==> src/rtl/fpu_scoreboard_if.sv <==
// ----------------------------------------------------------------------------
// fpu_scoreboard_if
// Bundles the issue-stage request and hazard/writeback response signals of
// the FPU scoreboard so decode-side logic and the scoreboard share one port.
//
// Signals:
//   rs_i            packed source indices, src k at [k*REG_AW +: REG_AW]
//   use_rs          per-source valid
//   issue_valid     decoded op present at issue
//   issue_regwrite  op writes an FP register
//   issue_rd        destination register index
//   issue_lat       cycles until the result can be forwarded/written
//   flush           pipeline squash, clears all tracking
//   hazard          stall request (OR of the three hazard terms)
//   hazard_raw      a used source is still pending
//   hazard_waw      an older write to rd completes at or after this one
//   hazard_wb       writeback slot at issue_lat already reserved
//   issue_fire      op leaves issue this cycle
//   wb_expect_valid a tracked write reaches writeback this cycle
//   wb_expect_rd    destination of that write
//   busy            any tracking state is live
//
// Modports:
//   master  issue-stage side (drives the request, observes the response)
//   slave   scoreboard side
// ----------------------------------------------------------------------------
interface fpu_scoreboard_if #(
   parameter int REG_AW  = 5,
   parameter int NUM_SRC = 3,
   parameter int LAT_W   = 4
);
   logic [NUM_SRC*REG_AW-1:0] rs_i;
   logic [NUM_SRC-1:0]        use_rs;
   logic                      issue_valid;
   logic                      issue_regwrite;
   logic [REG_AW-1:0]         issue_rd;
   logic [LAT_W-1:0]          issue_lat;
   logic                      flush;
   logic                      hazard;
   logic                      hazard_raw;
   logic                      hazard_waw;
   logic                      hazard_wb;
   logic                      issue_fire;
   logic                      wb_expect_valid;
   logic [REG_AW-1:0]         wb_expect_rd;
   logic                      busy;

   modport master (
      output rs_i, use_rs, issue_valid, issue_regwrite, issue_rd, issue_lat, flush,
      input  hazard, hazard_raw, hazard_waw, hazard_wb, issue_fire,
             wb_expect_valid, wb_expect_rd, busy
   );

   modport slave (
      input  rs_i, use_rs, issue_valid, issue_regwrite, issue_rd, issue_lat, flush,
      output hazard, hazard_raw, hazard_waw, hazard_wb, issue_fire,
             wb_expect_valid, wb_expect_rd, busy
   );
endinterface

==> src/rtl/fpu_scoreboard.sv <==
// ----------------------------------------------------------------------------
// fpu_scoreboard
// Issue-stage hazard tracker for variable-latency FPU pipes. Keeps a
// pending-latency counter per FP register plus a shift register of
// writeback-slot reservations, and flags RAW, WAW and writeback-port
// conflicts for the op currently at issue.
//
// Ports:
//   clk   rising-edge clock
//   rstn  asynchronous active-low reset, clears all tracking
//   bus   fpu_scoreboard_if.slave, issue request in / hazard and
//         writeback-expectation response out
// ----------------------------------------------------------------------------
module fpu_scoreboard #(
   parameter int NUM_REGS = 32,
   parameter int REG_AW   = 5,
   parameter int NUM_SRC  = 3,
   parameter int MAX_LAT  = 8,
   parameter int LAT_W    = 4
) (
   input logic               clk,
   input logic               rstn,
   fpu_scoreboard_if.slave   bus
);

   logic [LAT_W-1:0]  r_cnt    [NUM_REGS];
   logic [MAX_LAT-1:0] r_slotV;
   logic [REG_AW-1:0] r_slotRd [MAX_LAT];

   logic [LAT_W-1:0]  w_lat;
   logic [LAT_W-1:0]  w_latM1;
   logic [LAT_W-1:0]  w_rdCnt;
   logic              w_slotAtLat;
   logic              w_raw;
   logic              w_waw;
   logic              w_wb;
   logic              w_hazard;
   logic              w_fire;
   logic              w_record;
   logic              w_anyCnt;

   // Normalise the requested latency: zero behaves like a single-cycle op,
   // and anything beyond the deepest pipe is treated as the deepest pipe.
   always_comb begin
      if (bus.issue_lat == '0) begin
         w_lat = LAT_W'(1);
      end else if (bus.issue_lat > LAT_W'(MAX_LAT)) begin
         w_lat = LAT_W'(MAX_LAT);
      end else begin
         w_lat = bus.issue_lat;
      end
      w_latM1 = w_lat - LAT_W'(1);
   end

   // A source is blocked while its producer's counter is nonzero; a zero
   // counter means the value is already forwardable this cycle.
   always_comb begin
      w_raw = 1'b0;
      for (int k = 0; k < NUM_SRC; k++) begin
         for (int r = 0; r < NUM_REGS; r++) begin
            if (bus.use_rs[k] && (bus.rs_i[k*REG_AW +: REG_AW] == REG_AW'(r)) &&
                (r_cnt[r] != '0)) begin
               w_raw = 1'b1;
            end
         end
      end
      w_raw = w_raw & bus.issue_valid;
   end

   // Look up the destination's counter and whether the writeback slot the
   // new op would land in is already taken. A slot at index issue_lat is the
   // one that shifts into position issue_lat-1 alongside the new reservation;
   // index MAX_LAT does not exist, so a maximum-latency op never collides.
   always_comb begin
      w_rdCnt     = '0;
      w_slotAtLat = 1'b0;
      for (int r = 0; r < NUM_REGS; r++) begin
         if (bus.issue_rd == REG_AW'(r)) begin
            w_rdCnt = r_cnt[r];
         end
      end
      for (int i = 1; i < MAX_LAT; i++) begin
         if (w_lat == LAT_W'(i)) begin
            w_slotAtLat = r_slotV[i];
         end
      end
   end

   // Combine the hazard terms. Flush deliberately only reaches the stall
   // path through issue_fire so a squash never looks like a hazard.
   always_comb begin
      w_waw    = bus.issue_valid & bus.issue_regwrite & (w_rdCnt >= w_lat);
      w_wb     = bus.issue_valid & bus.issue_regwrite & w_slotAtLat;
      w_hazard = w_raw | w_waw | w_wb;
      w_fire   = bus.issue_valid & ~w_hazard & ~bus.flush;
      w_record = w_fire & bus.issue_regwrite;
      w_anyCnt = 1'b0;
      for (int r = 0; r < NUM_REGS; r++) begin
         if (r_cnt[r] != '0) begin
            w_anyCnt = 1'b1;
         end
      end
   end

   // Per-register pending counters. A firing write loads L-1 so the counter
   // hits zero exactly in its writeback cycle; that load takes precedence
   // over the ordinary saturating countdown of the same register.
   always_ff @(posedge clk or negedge rstn) begin
      if (!rstn) begin
         for (int r = 0; r < NUM_REGS; r++) begin
            r_cnt[r] <= '0;
         end
      end else if (bus.flush) begin
         for (int r = 0; r < NUM_REGS; r++) begin
            r_cnt[r] <= '0;
         end
      end else begin
         for (int r = 0; r < NUM_REGS; r++) begin
            if (w_record && (bus.issue_rd == REG_AW'(r))) begin
               r_cnt[r] <= w_latM1;
            end else if (r_cnt[r] != '0) begin
               r_cnt[r] <= r_cnt[r] - LAT_W'(1);
            end
         end
      end
   end

   // Writeback-slot reservations. Slot i holds the write that reaches the
   // register file i cycles from now, so everything moves down one place per
   // cycle and slot 0 is the write landing this cycle. The new reservation
   // goes in after the shift; hazard_wb guarantees that slot is free.
   always_ff @(posedge clk or negedge rstn) begin
      if (!rstn) begin
         r_slotV <= '0;
         for (int i = 0; i < MAX_LAT; i++) begin
            r_slotRd[i] <= '0;
         end
      end else if (bus.flush) begin
         r_slotV <= '0;
         for (int i = 0; i < MAX_LAT; i++) begin
            r_slotRd[i] <= '0;
         end
      end else begin
         for (int i = 0; i < MAX_LAT - 1; i++) begin
            r_slotV[i]  <= r_slotV[i+1];
            r_slotRd[i] <= r_slotRd[i+1];
         end
         r_slotV[MAX_LAT-1]  <= 1'b0;
         r_slotRd[MAX_LAT-1] <= '0;
         if (w_record) begin
            for (int i = 0; i < MAX_LAT; i++) begin
               if (w_latM1 == LAT_W'(i)) begin
                  r_slotV[i]  <= 1'b1;
                  r_slotRd[i] <= bus.issue_rd;
               end
            end
         end
      end
   end

   // Slot 0 is itself a register, so the writeback expectation is driven
   // straight from it and lines up with the cycle the write actually lands.
   assign bus.hazard          = w_hazard;
   assign bus.hazard_raw      = w_raw;
   assign bus.hazard_waw      = w_waw;
   assign bus.hazard_wb       = w_wb;
   assign bus.issue_fire      = w_fire;
   assign bus.wb_expect_valid = r_slotV[0];
   assign bus.wb_expect_rd    = r_slotRd[0];
   assign bus.busy            = w_anyCnt | (|r_slotV);

endmodule

==> src/flat_wrapper.sv <==
// flat-port wrapper written by rule: the top's interface ports become plain ports
module fpu_scoreboard_flat 
#(
   parameter int NUM_REGS = 32,
   parameter int REG_AW   = 5,
   parameter int NUM_SRC  = 3,
   parameter int MAX_LAT  = 8,
   parameter int LAT_W    = 4
)
  (clk, rstn, bus_rs_i, bus_use_rs, bus_issue_valid, bus_issue_regwrite, bus_issue_rd, bus_issue_lat, bus_flush, bus_hazard, bus_hazard_raw, bus_hazard_waw, bus_hazard_wb, bus_issue_fire, bus_wb_expect_valid, bus_wb_expect_rd, bus_busy);
  fpu_scoreboard_if #(.REG_AW(REG_AW), .NUM_SRC(NUM_SRC), .LAT_W(LAT_W)) bus_i ();
  input logic clk;
  input logic rstn;
  input wire logic [$bits(bus_i.rs_i)-1:0] bus_rs_i;
  input wire logic [$bits(bus_i.use_rs)-1:0] bus_use_rs;
  input wire logic [$bits(bus_i.issue_valid)-1:0] bus_issue_valid;
  input wire logic [$bits(bus_i.issue_regwrite)-1:0] bus_issue_regwrite;
  input wire logic [$bits(bus_i.issue_rd)-1:0] bus_issue_rd;
  input wire logic [$bits(bus_i.issue_lat)-1:0] bus_issue_lat;
  input wire logic [$bits(bus_i.flush)-1:0] bus_flush;
  output wire logic [$bits(bus_i.hazard)-1:0] bus_hazard;
  output wire logic [$bits(bus_i.hazard_raw)-1:0] bus_hazard_raw;
  output wire logic [$bits(bus_i.hazard_waw)-1:0] bus_hazard_waw;
  output wire logic [$bits(bus_i.hazard_wb)-1:0] bus_hazard_wb;
  output wire logic [$bits(bus_i.issue_fire)-1:0] bus_issue_fire;
  output wire logic [$bits(bus_i.wb_expect_valid)-1:0] bus_wb_expect_valid;
  output wire logic [$bits(bus_i.wb_expect_rd)-1:0] bus_wb_expect_rd;
  output wire logic [$bits(bus_i.busy)-1:0] bus_busy;
  assign bus_i.rs_i = bus_rs_i;
  assign bus_i.use_rs = bus_use_rs;
  assign bus_i.issue_valid = bus_issue_valid;
  assign bus_i.issue_regwrite = bus_issue_regwrite;
  assign bus_i.issue_rd = bus_issue_rd;
  assign bus_i.issue_lat = bus_issue_lat;
  assign bus_i.flush = bus_flush;
  assign bus_hazard = bus_i.hazard;
  assign bus_hazard_raw = bus_i.hazard_raw;
  assign bus_hazard_waw = bus_i.hazard_waw;
  assign bus_hazard_wb = bus_i.hazard_wb;
  assign bus_issue_fire = bus_i.issue_fire;
  assign bus_wb_expect_valid = bus_i.wb_expect_valid;
  assign bus_wb_expect_rd = bus_i.wb_expect_rd;
  assign bus_busy = bus_i.busy;
  fpu_scoreboard #(.NUM_REGS(NUM_REGS), .REG_AW(REG_AW), .NUM_SRC(NUM_SRC), .MAX_LAT(MAX_LAT), .LAT_W(LAT_W)) u_core (.clk(clk), .rstn(rstn), .bus(bus_i));
endmodule
==> config.mk <==
export PLATFORM = sky130hd
export DESIGN_NAME = fpu_scoreboard_flat
export DESIGN_NICKNAME = d
export VERILOG_FILES = /design/src/rtl/fpu_scoreboard_if.sv /design/src/rtl/fpu_scoreboard.sv /design/src/flat_wrapper.sv
export SDC_FILE = /design/constraint.sdc
export NUM_CORES = 1
export LEC_CHECK = 0
export BUFFER_PORTS_ARGS = -buffer_cell sky130_fd_sc_hd__buf_2
export CELL_PAD_IN_SITES_DETAIL_PLACEMENT = 1
export CELL_PAD_IN_SITES_GLOBAL_PLACEMENT = 1
export CORE_MARGIN = 2
export CORE_UTILIZATION = 49
export DETAILED_ROUTE_END_ITERATION = 8
export PLACE_DENSITY_LB_ADDON = 0.05
export RECOVER_POWER = 25
export SYNTH_ARGS = -nofsm -noshare
export SYNTH_HDL_FRONTEND = slang
export SYNTH_SLANG_ARGS = --single-unit
export TNS_END_PERCENT = 1
==> constraint.sdc <==
create_clock -name clk -period 11.05 [get_ports clk]
set_clock_uncertainty 0.1 [all_clocks]
set_input_delay 3.315 -clock clk [delete_from_list [all_inputs] [get_ports clk]]
set_output_delay 3.315 -clock clk [all_outputs]
set_load 0.02 [all_outputs]
Yosys cells after proc, flatten, opt, wreduce, memory -nomap -nowiden
Index checks and enable logic that the tools add are counted.

Multiplexer cells: 254. Bitwise operators: 12. Reductions and logical operators: 295. $add $sub $neg: 33. Order comparisons: 2. Equal/unequal tests: 138.

Operators with widths (number): 4-bit two-way mux (98); 5-bit == test (second input constant) (64); 1-bit logical AND (224); 5-bit by 4-bit == test with 1-bit output (second input constant) (32); 1-bit two-way mux (143); 4-bit by 1-bit subtractor with 4-bit output (second input constant) (33); 128-bit two-way mux (1); 4-bit nonzero test (32); 3-bit nonzero test (32); 5-bit by 3-bit == test with 1-bit output (second input constant) (16); 40-bit two-way mux (2); 5-bit by 2-bit == test with 1-bit output (second input constant) (8); 5-bit two-way mux (8); 4-bit by 3-bit == test with 1-bit output (second input constant) (8); 5-bit by 1-bit == test with 1-bit output (second input constant) (4); 5-bit zero test (4); 4-bit by 2-bit == test with 1-bit output (second input constant) (4); 8-bit two-way mux (2); 4-bit by 1-bit == test with 1-bit output (second input constant) (2); 4-bit zero test (2); 8-bit OR reduction (1); 1-bit AND (7); 4-bit >= comparator (1); 4-bit greater-than comparator (second input constant) (1); 2 further kinds (5).

Output and inout bits: 12. Logic and storage cells: 775. Bits of input ports: 32. Register bits after elaboration: 176.

Depth between registers and ports, before layout
Gate-level depths: netlist of run 1.

Depth in word-level cells: 109. Depth in mapped cells: 21. Depth with buffers taken out: 17.

Least setup slack after synthesis of run 1
OpenSTA, ideal clock, no wires.

Path type: in2out. From: input bus_issue_rd[0]. To: output bus_issue_fire. Slack: 280 ps. Cell stages on the path: 15. Data arrival time: 7355 ps. Path through: buf_2 -> clkbuf_1 -> clkbuf_1 -> buf_1 -> mux4_2 -> a211oi_1 -> ha_1 -> nand2b_1 -> a21o_1 -> a21o_1 -> a21oi_1 -> o21bai_1 -> clkbuf_1 -> buf_1 -> nor4b_1.

Cells in the longest elaborated chain, start to end: 40. Elaborated cells on any way between the ends: 71. Classes of those cells: order compare (1); eq/ne (31); mux (32); bitwise (6); reduce/logical (1).

RTL lines: from (decl) (line flat_wrapper.sv:18) `input wire logic [$bits(bus_i.issue_rd)-1:0] bus_issue_rd;`; 5-bit zero test (line fpu_scoreboard.sv:78) `if (bus.issue_rd == REG_AW'(r)) begin`; 4-bit two-way mux (31 in series) (line fpu_scoreboard.sv:78); 4-bit two-way mux (*) (line fpu_scoreboard.sv:78); 4-bit >= comparator (*) (line fpu_scoreboard.sv:92) `w_waw = bus.issue_valid & bus.issue_regwrite & (w_rdCnt >= w_lat);`; 1-bit AND (*) (line fpu_scoreboard.sv:92); 1-bit bitwise OR (*) (2 in series) (line fpu_scoreboard.sv:94) `w_hazard = w_raw | w_waw | w_wb;`; 1-bit inverter (*) (line fpu_scoreboard.sv:95) `w_fire = bus.issue_valid & ~w_hazard & ~bus.flush;`; 1-bit AND (*) (2 in series) (line fpu_scoreboard.sv:95); to (decl) (line flat_wrapper.sv:25) `output wire logic [$bits(bus_i.issue_fire)-1:0] bus_issue_fire;`.

Mark *: on every way between the ends. The rest lies on a longest branch, timed or not.

Worst setup path after layout of run 1
From: input bus_issue_rd[0]. To: output bus_hazard.

Cells in the longest elaborated chain, start to end: 37. Elaborated cells on any way between the ends: 68. Classes of those cells: order compare (1); eq/ne (31); mux (32); bitwise (3); reduce/logical (1).

RTL lines: 5-bit zero test (line fpu_scoreboard.sv:78); 4-bit two-way mux (31 in series) (line fpu_scoreboard.sv:78); 4-bit two-way mux (*) (line fpu_scoreboard.sv:78); 4-bit >= comparator (*) (line fpu_scoreboard.sv:92); 1-bit AND (*) (line fpu_scoreboard.sv:92); 1-bit bitwise OR (*) (2 in series) (line fpu_scoreboard.sv:94); to (decl) (line flat_wrapper.sv:21) `output wire logic [$bits(bus_i.hazard)-1:0] bus_hazard;`.

Marks and branches as above.

==> out/results.tsv, run 1 <==
metric	value	unit
use_met3	6.71	%
postCtsSetupRepairBufs	0	
io_buffer_count	43	
area_growth	8.54	%
final_cell_area	14800	um^2
io_pins	44	
arrival	7.09	ns
cts_sinks	176	
drive_above_1_share	14.2	%
synth_area_leaders	dfrtp_1 32%, ha_1 6.9%, a21oi_1 4.7%	
maxCapViolCount	1	
seq_power_share	29.5	%
ys_seq_area_share	32.3	%
path_clk_slew	0.07	ns
clock_tree.buffer_depth	2	
nNetsFinal	1689	
critPathMaxFanout	13	
hp-class	reg -> reg	
dr_total_vias	12600	
core	27600	um^2
cp_slowest_cell	mux4_2	
place_area	14200	um^2
worstMarginPinSlew	6.47	ns
die_w	171	um
path_buf_inv	3	
vdd_drop_max	134	uV
rsz0062_at_grt	no	
synth.net_count	1691	
setup_viol_count_final	0	
start_util	49.4	%
globalplace.congestion	0.935	
drc_errors	0	
synth_edf_count	0	
synthFlopType	dfrtp_1	
synth_top_cell_by_area	dfrtp_1	
via_per_inst	6.41	
clk_latency	0.46	ns
path_cells	buf_2 > buf_4 > mux4_2 > a22oi_1 > o221ai_1 > o21ai_0 > a22o_1 > a21oi_1 > a211oi_1 > ha_1 > nand2b_1 > a21o_1 > a21o_1 > a21oi_1 > o21ba_2 > nand2b_1 > buf_2	
grt_use_met1	46.1	%
violations	capacitance limit, slew limit	
final_max_slew_viol_count	111	
yosys_warnings	0	
drtIter0Drc	1013	
switching_share	47.1	%
place_hpwl	34800	um
routed_wl	49000	um
path_class	in -> out	
tritoncts.num_buffers	17	
fillCellCount	3301	
relSlewSlack	-331	%
slowest_delay	0.50	ns
crit_family	compound AO/OA/AOI/OAI gates	
ys_seq_elements	176	
combPwrFrac	53.7	%
setup_tns	0	ns
whs	0.424	ns
crit_path_end_kind	primary output	
ant_nets	0	
fmax	95.2	MHz
h-tree-depth	4	
p_clk_share	16.8	%
firstDrtPassIters	5	
std_cell_rows	61	
grt-ovfl-total	0	
status	finished, violations left	
critical_path_required	7.64	ns
power_density	259	nW/um^2
die-area	29200	um^2
die_h	171	um
fin_crit	10.51	ns
postSynthCellCount	1584	
grt_start_max_net_pins	111	
ys_types	77	
grt_use_total	34.8	%
grt-busiest-layer	met2	
async_flop_share	100	%
switchingPower	0.00180	W
grt_pass1_vias	13000	
start_kind	primary input	
antenna_found_initial	3	
yosysMostFrequentCell	dfrtp_1	
synth_area	13600	um^2
wire_per_inst	24.8	um
cts_hold_buf	0	
p_leak	6.30	nW
cts-root-buf	clkbuf_16	
postSynthAreaPerCell	8.61	um^2
grt_pass1_wl	76600	um
synth_top_cell_area_share	32.3	%
p_int	0.00202	W
finalCritPeriodShare	95.1	%
cts_tree	done	
met2_usage	56.8	%
synth_common_cells	176 x dfrtp_1, 128 x a21oi_1, 115 x nor2_1, 112 x o21ai_0, 91 x nand3_1	
hold_violations	0	
post_cts_resized	0	
==> cell families after synthesis <==
kind of cell | Yosys count | share of synthesized area (%)
flip-flops | 176 | 32.3
adder cells (fa/ha/maj) | 75 | 6.88
AO/OA/AOI/OAI | 343 | 14.9
multiplexers | 103 | 8.71
XOR/XNOR | 66 | 4.24
AND/OR/NAND/NOR | 634 | 27.1
buffers and inverters | 187 | 5.88
==> final cells by class <==
| type | count | area [um^2] | share of cell area [%] |
|---|---|---|---|
| Clock inverter | 14 | 171 | 1.16 |
| Multi-Input combinational cell | 1221 | 8460 | 57.2 |
| Inverter | 74 | 278 | 1.88 |
| Timing Repair Buffer | 92 | 584 | 3.95 |
| Clock buffer | 18 | 429 | 2.90 |
| Antenna cell | 1 | 2.50 | 0.0169 |
| Tap cell | 378 | 473 | 3.19 |
| Sequential cell | 176 | 4400 | 29.7 |
==> per-stage QoR <==
step	instances	worst slack (ns)	total power, W	utilization, %
global placement	1941	0.663	0.00305	51.4
detailed placement	1941	0.601	0.00314	51.4
CTS	1973	0.582	0.00382	53.6
floorplan	1584	0.280	0.00243	-
global route	1973	0.208	0.00410	53.6
finish	1974	0.543	0.00383	53.6
==> placed cells by master, fill, tap and decap left out, drive strengths merged, types with 3 or more instances in the layout <==
| cell | n |
|---|---|
| and3 | 7 |
| o21ai | 112 |
| nand3 | 91 |
| nand4 | 40 |
| nor3b | 49 |
| nor2b | 4 |
| o22ai | 12 |
| nor4 | 17 |
| and2 | 25 |
| or3 | 69 |
| o221ai | 11 |
| mux4 | 9 |
| a22oi | 7 |
| mux2 | 36 |
| o31ai | 9 |
| nor2 | 115 |
| a21oi | 128 |
| xnor2 | 65 |
| a2111oi | 4 |
| ha | 75 |
| clkinv | 5 |
| mux2i | 58 |
| o211ai | 3 |
| or2 | 9 |
| a31oi | 6 |
| inv | 79 |
| clkbuf | 19 |
| nand3b | 7 |
| o2111ai | 3 |
| o41ai | 4 |
| nand2b | 35 |
| o32ai | 6 |
| a211oi | 9 |
| dfrtp | 176 |
| nor3 | 76 |
| nand2 | 72 |
| a311oi | 4 |
| or3b | 3 |
| nor4b | 8 |
| buf | 91 |
==> final timing paths <==
path | from | to | slack (ns) | depth (start not counted)
min in group asynchronous | rstn | u_core.r_cnt[88] | 5.16 | 1
max | bus_issue_rd[0] | bus_hazard | 0.54 | 17
max reg2reg | u_core.r_cnt[120] | u_core.r_cnt[80] | 5.66 | 18
max in group asynchronous | rstn | u_core.r_cnt[1] | 2.03 | 1
min reg2reg | u_core.r_slotRd[33] | u_core.bus.wb_expect_rd[3] | 0.42 | 2
min | u_core.r_slotRd[33] | u_core.bus.wb_expect_rd[3] | 0.42 | 2
==> flip-flops by register name, indices dropped and copies added (netlist names) <==
| register | cells |
|---|---|
| u_core.r_cnt | 128 |
| u_core.r_slotRd | 35 |
| u_core.bus.wb_expect_rd | 5 |
| u_core.r_slotV | 8 |
==> metal layers <==
| layer | share of wire [%] | wire (um) |
|---|---|---|
| met1 | 43 | 21300 |
| met5 | 0 | 0 |
| met3 | 6.4 | 3110 |
| met2 | 47 | 23100 |
| met4 | 3.1 | 1500 |
==> power by group through the flow <==
stage / Sequential, W / Clock [W] / Combinational, W
detailed placement: 0.00112 / 0 / 0.00202
floorplan: 0.00100 / 0 / 0.00143
global placement: 0.00112 / 0 / 0.00193
CTS: 0.00111 / 0.000656 / 0.00205
global route: 0.00114 / 0.000682 / 0.00228
finish: 0.00113 / 0.000645 / 0.00206
==> tightest hold or removal path, stage by stage, from the launching register on <==
cell,delay (ns)
dfrtp_1,0.36
o21ai_0,0.07
a21oi_1,0.06
(Power assumes the default switching activity.)
==> inputs of run 2 (changes only) <==
Settings changed: CORE_ASPECT_RATIO set to 0.5.
==> out/results.tsv, run 2 (synthesis results as in run 1) <==
metric	value	unit	change
grt_pass1_wl	79600	um	was 76600 um
die_h	122	um	was 171 um
clk_latency	0.48	ns	was 0.46 ns
crit_path_end_kind	primary output		unchanged
grt_pass1_vias	12900		was 13000
io_pins	44		unchanged
mostFrequentLayoutCells	176 x dfrtp_1, 128 x a21oi_1, 114 x nor2_1		unchanged
dr_total_vias	13100		was 12600
cts-root-buf	clkbuf_16		unchanged
largest_register_ffs	128		unchanged
grt_use_total	36.5	%	was 34.8%
h-tree-depth	4		unchanged
grt-ovfl-total	0		unchanged
power_density	262	nW/um^2	was 259 nW/um^2
core	27500	um^2	was 27600 um^2
cts_sinks	176		unchanged
maxCapViolCount	2		was 1
reg_top3	u_core.r_cnt (128), u_core.r_slotRd (35), u_core.r_slotV (8)		unchanged
nNetsFinal	1692		was 1689
finalPower	0.00389	W	was 0.00383 W
violations	capacitance limit, slew limit		unchanged
clock_tree.buffer_depth	2		unchanged
ant_nets	0		unchanged
hold_violations	0		unchanged
worstMarginPinSlew	3.33	ns	was 6.47 ns
postCtsSetupRepairBufs	0		unchanged
area_growth	8.81	%	was 8.54%
setup_viol_count_final	0		unchanged
final_max_slew_viol_count	116		was 111
status	finished, violations left		unchanged
routed_wl	52100	um	was 49000 um
via_per_inst	6.61		was 6.41
hp-class	reg -> reg		unchanged
relSlewSlack	-122	%	was -331%
firstDrtPassIters	5		unchanged
vdd_drop_max	142	uV	was 134 uV
setup_tns	0	ns	unchanged
std_cell_rows	43		was 61
globalplace.congestion	0.978		was 0.935
final_common_cell	dfrtp_1		unchanged
p_leak	6.32	nW	was 6.30 nW
die_w	240	um	was 171 um
wire_per_inst	26.3	um	was 24.8 um
rsz0062_at_grt	no		unchanged
tritoncts.num_buffers	17		unchanged
path_class	in -> out		unchanged
finalCritPeriodShare	95.8	%	was 95.1%
drtIter0Drc	1349		was 1013
drc_errors	0		unchanged
top_register	u_core.r_cnt		unchanged
io_buffer_count	43		unchanged
place_hpwl	38200	um	was 34800 um
fmax	94.5	MHz	was 95.2 MHz
fin_crit	10.58	ns	was 10.51 ns
post_cts_resized	0		unchanged
antenna_found_initial	4		was 3
critPathMaxFanout	24		was 13
die-area	29300	um^2	was 29200 um^2
cts_hold_buf	0		unchanged
fillCellCount	3310		was 3301
grt_start_max_net_pins	86		was 111
path_clk_slew	0.07	ns	about the same
start_util	49.5	%	was 49.4%
critical_path_required	7.64	ns	about the same
drive_above_1_share	14.3	%	was 14.2%
start_kind	primary input		unchanged
arrival	7.17	ns	was 7.09 ns
cts_tree	done		unchanged
==> run 2: cell types whose count changed in the layout (fill, tap and decap cells not counted) <==
cell        before  now
buf_4           50   51
diode_2          1    2
inv_6            5    2
bufinv_16        2    3
clkinvlp_4       2    1
clkinv_8         1    0
clkbuf_2         0    1
clkbuf_8         0    1
inv_8            2    4
==> run 2: layout make-up <==
class	instances	area, um^2	area share (%)
multi-input combinational	1221	8460	57.0
sequential	176	4400	29.7
timing repair buffer	95	601	4.05
tap	382	478	3.22
clock buffer	18	439	2.96
inverter	74	278	1.87
clock inverter	12	174	1.17
antenna	2	5.00	0.0337
==> run 2: critical path, stage by stage <==
cell and delay [ns]:
buf_2 0.37, buf_4 0.46, mux2i_1 0.24, o2bb2ai_1 0.09, a221o_1 0.29, o21ai_0 0.22, a31oi_1 0.14, a2111oi_0 0.41
nor2_1 0.11, ha_1 0.29, a21o_1 0.16, a21oi_1 0.44, o21bai_2 0.12, nor4b_1 0.27, buf_2 0.22
==> run 2: final timing paths <==
check | from | to | slack [ns] | cells after the start
hold reg to reg | u_core.r_slotRd[8] | u_core.r_slotRd[13] | 0.41 | 2
setup reg to reg | u_core.r_cnt[116] | u_core.r_cnt[0] | 5.45 | 18
hold / removal | u_core.r_slotRd[8] | u_core.r_slotRd[13] | 0.41 | 2
min in group asynchronous | rstn | u_core.bus.wb_expect_rd[3] | 3.75 | 1
setup / recovery | bus_issue_rd[0] | bus_issue_fire | 0.47 | 15
max in group asynchronous | rstn | u_core.r_cnt[126] | 2.77 | 2
==> run 2: layer usage <==
metal	vias up	track usage, %	wire length [um]
met5	-	0	0
met2	532	54.9	22400
li1	5707	-	-
met4	0	8.62	721
met1	6793	54.4	24500
met3	55	6.48	4530
==> run 2: metrics by stage <==
| step | util, % | hold slack (ns) | cells | setup slack (ns) | area, um^2 |
|---|---|---|---|---|---|
| 6_report | 53.9 | 0.408 | 1980 | 0.466 | 14800 |
| 5_1_grt | 53.9 | 0.449 | 1980 | 0.288 | 14800 |
| 4_1_cts | 53.9 | 0.405 | 1977 | 0.554 | 14800 |
| 3_5_place_dp | 51.7 | 0.409 | 1947 | 0.585 | 14200 |
| 3_3_place_gp | 51.7 | 0.401 | 1947 | 0.703 | 14200 |
| 2_1_floorplan | - | 0.379 | 1584 | 0.280 | 13600 |
==> run 2: report_power, final <==
group / internal [W] / switching [W]
Clock: 0.000367 / 0.000302
Combinational: 0.000838 / 0.00124
Sequential: 0.000835 / 0.000312
Total: 0.00204 / 0.00185
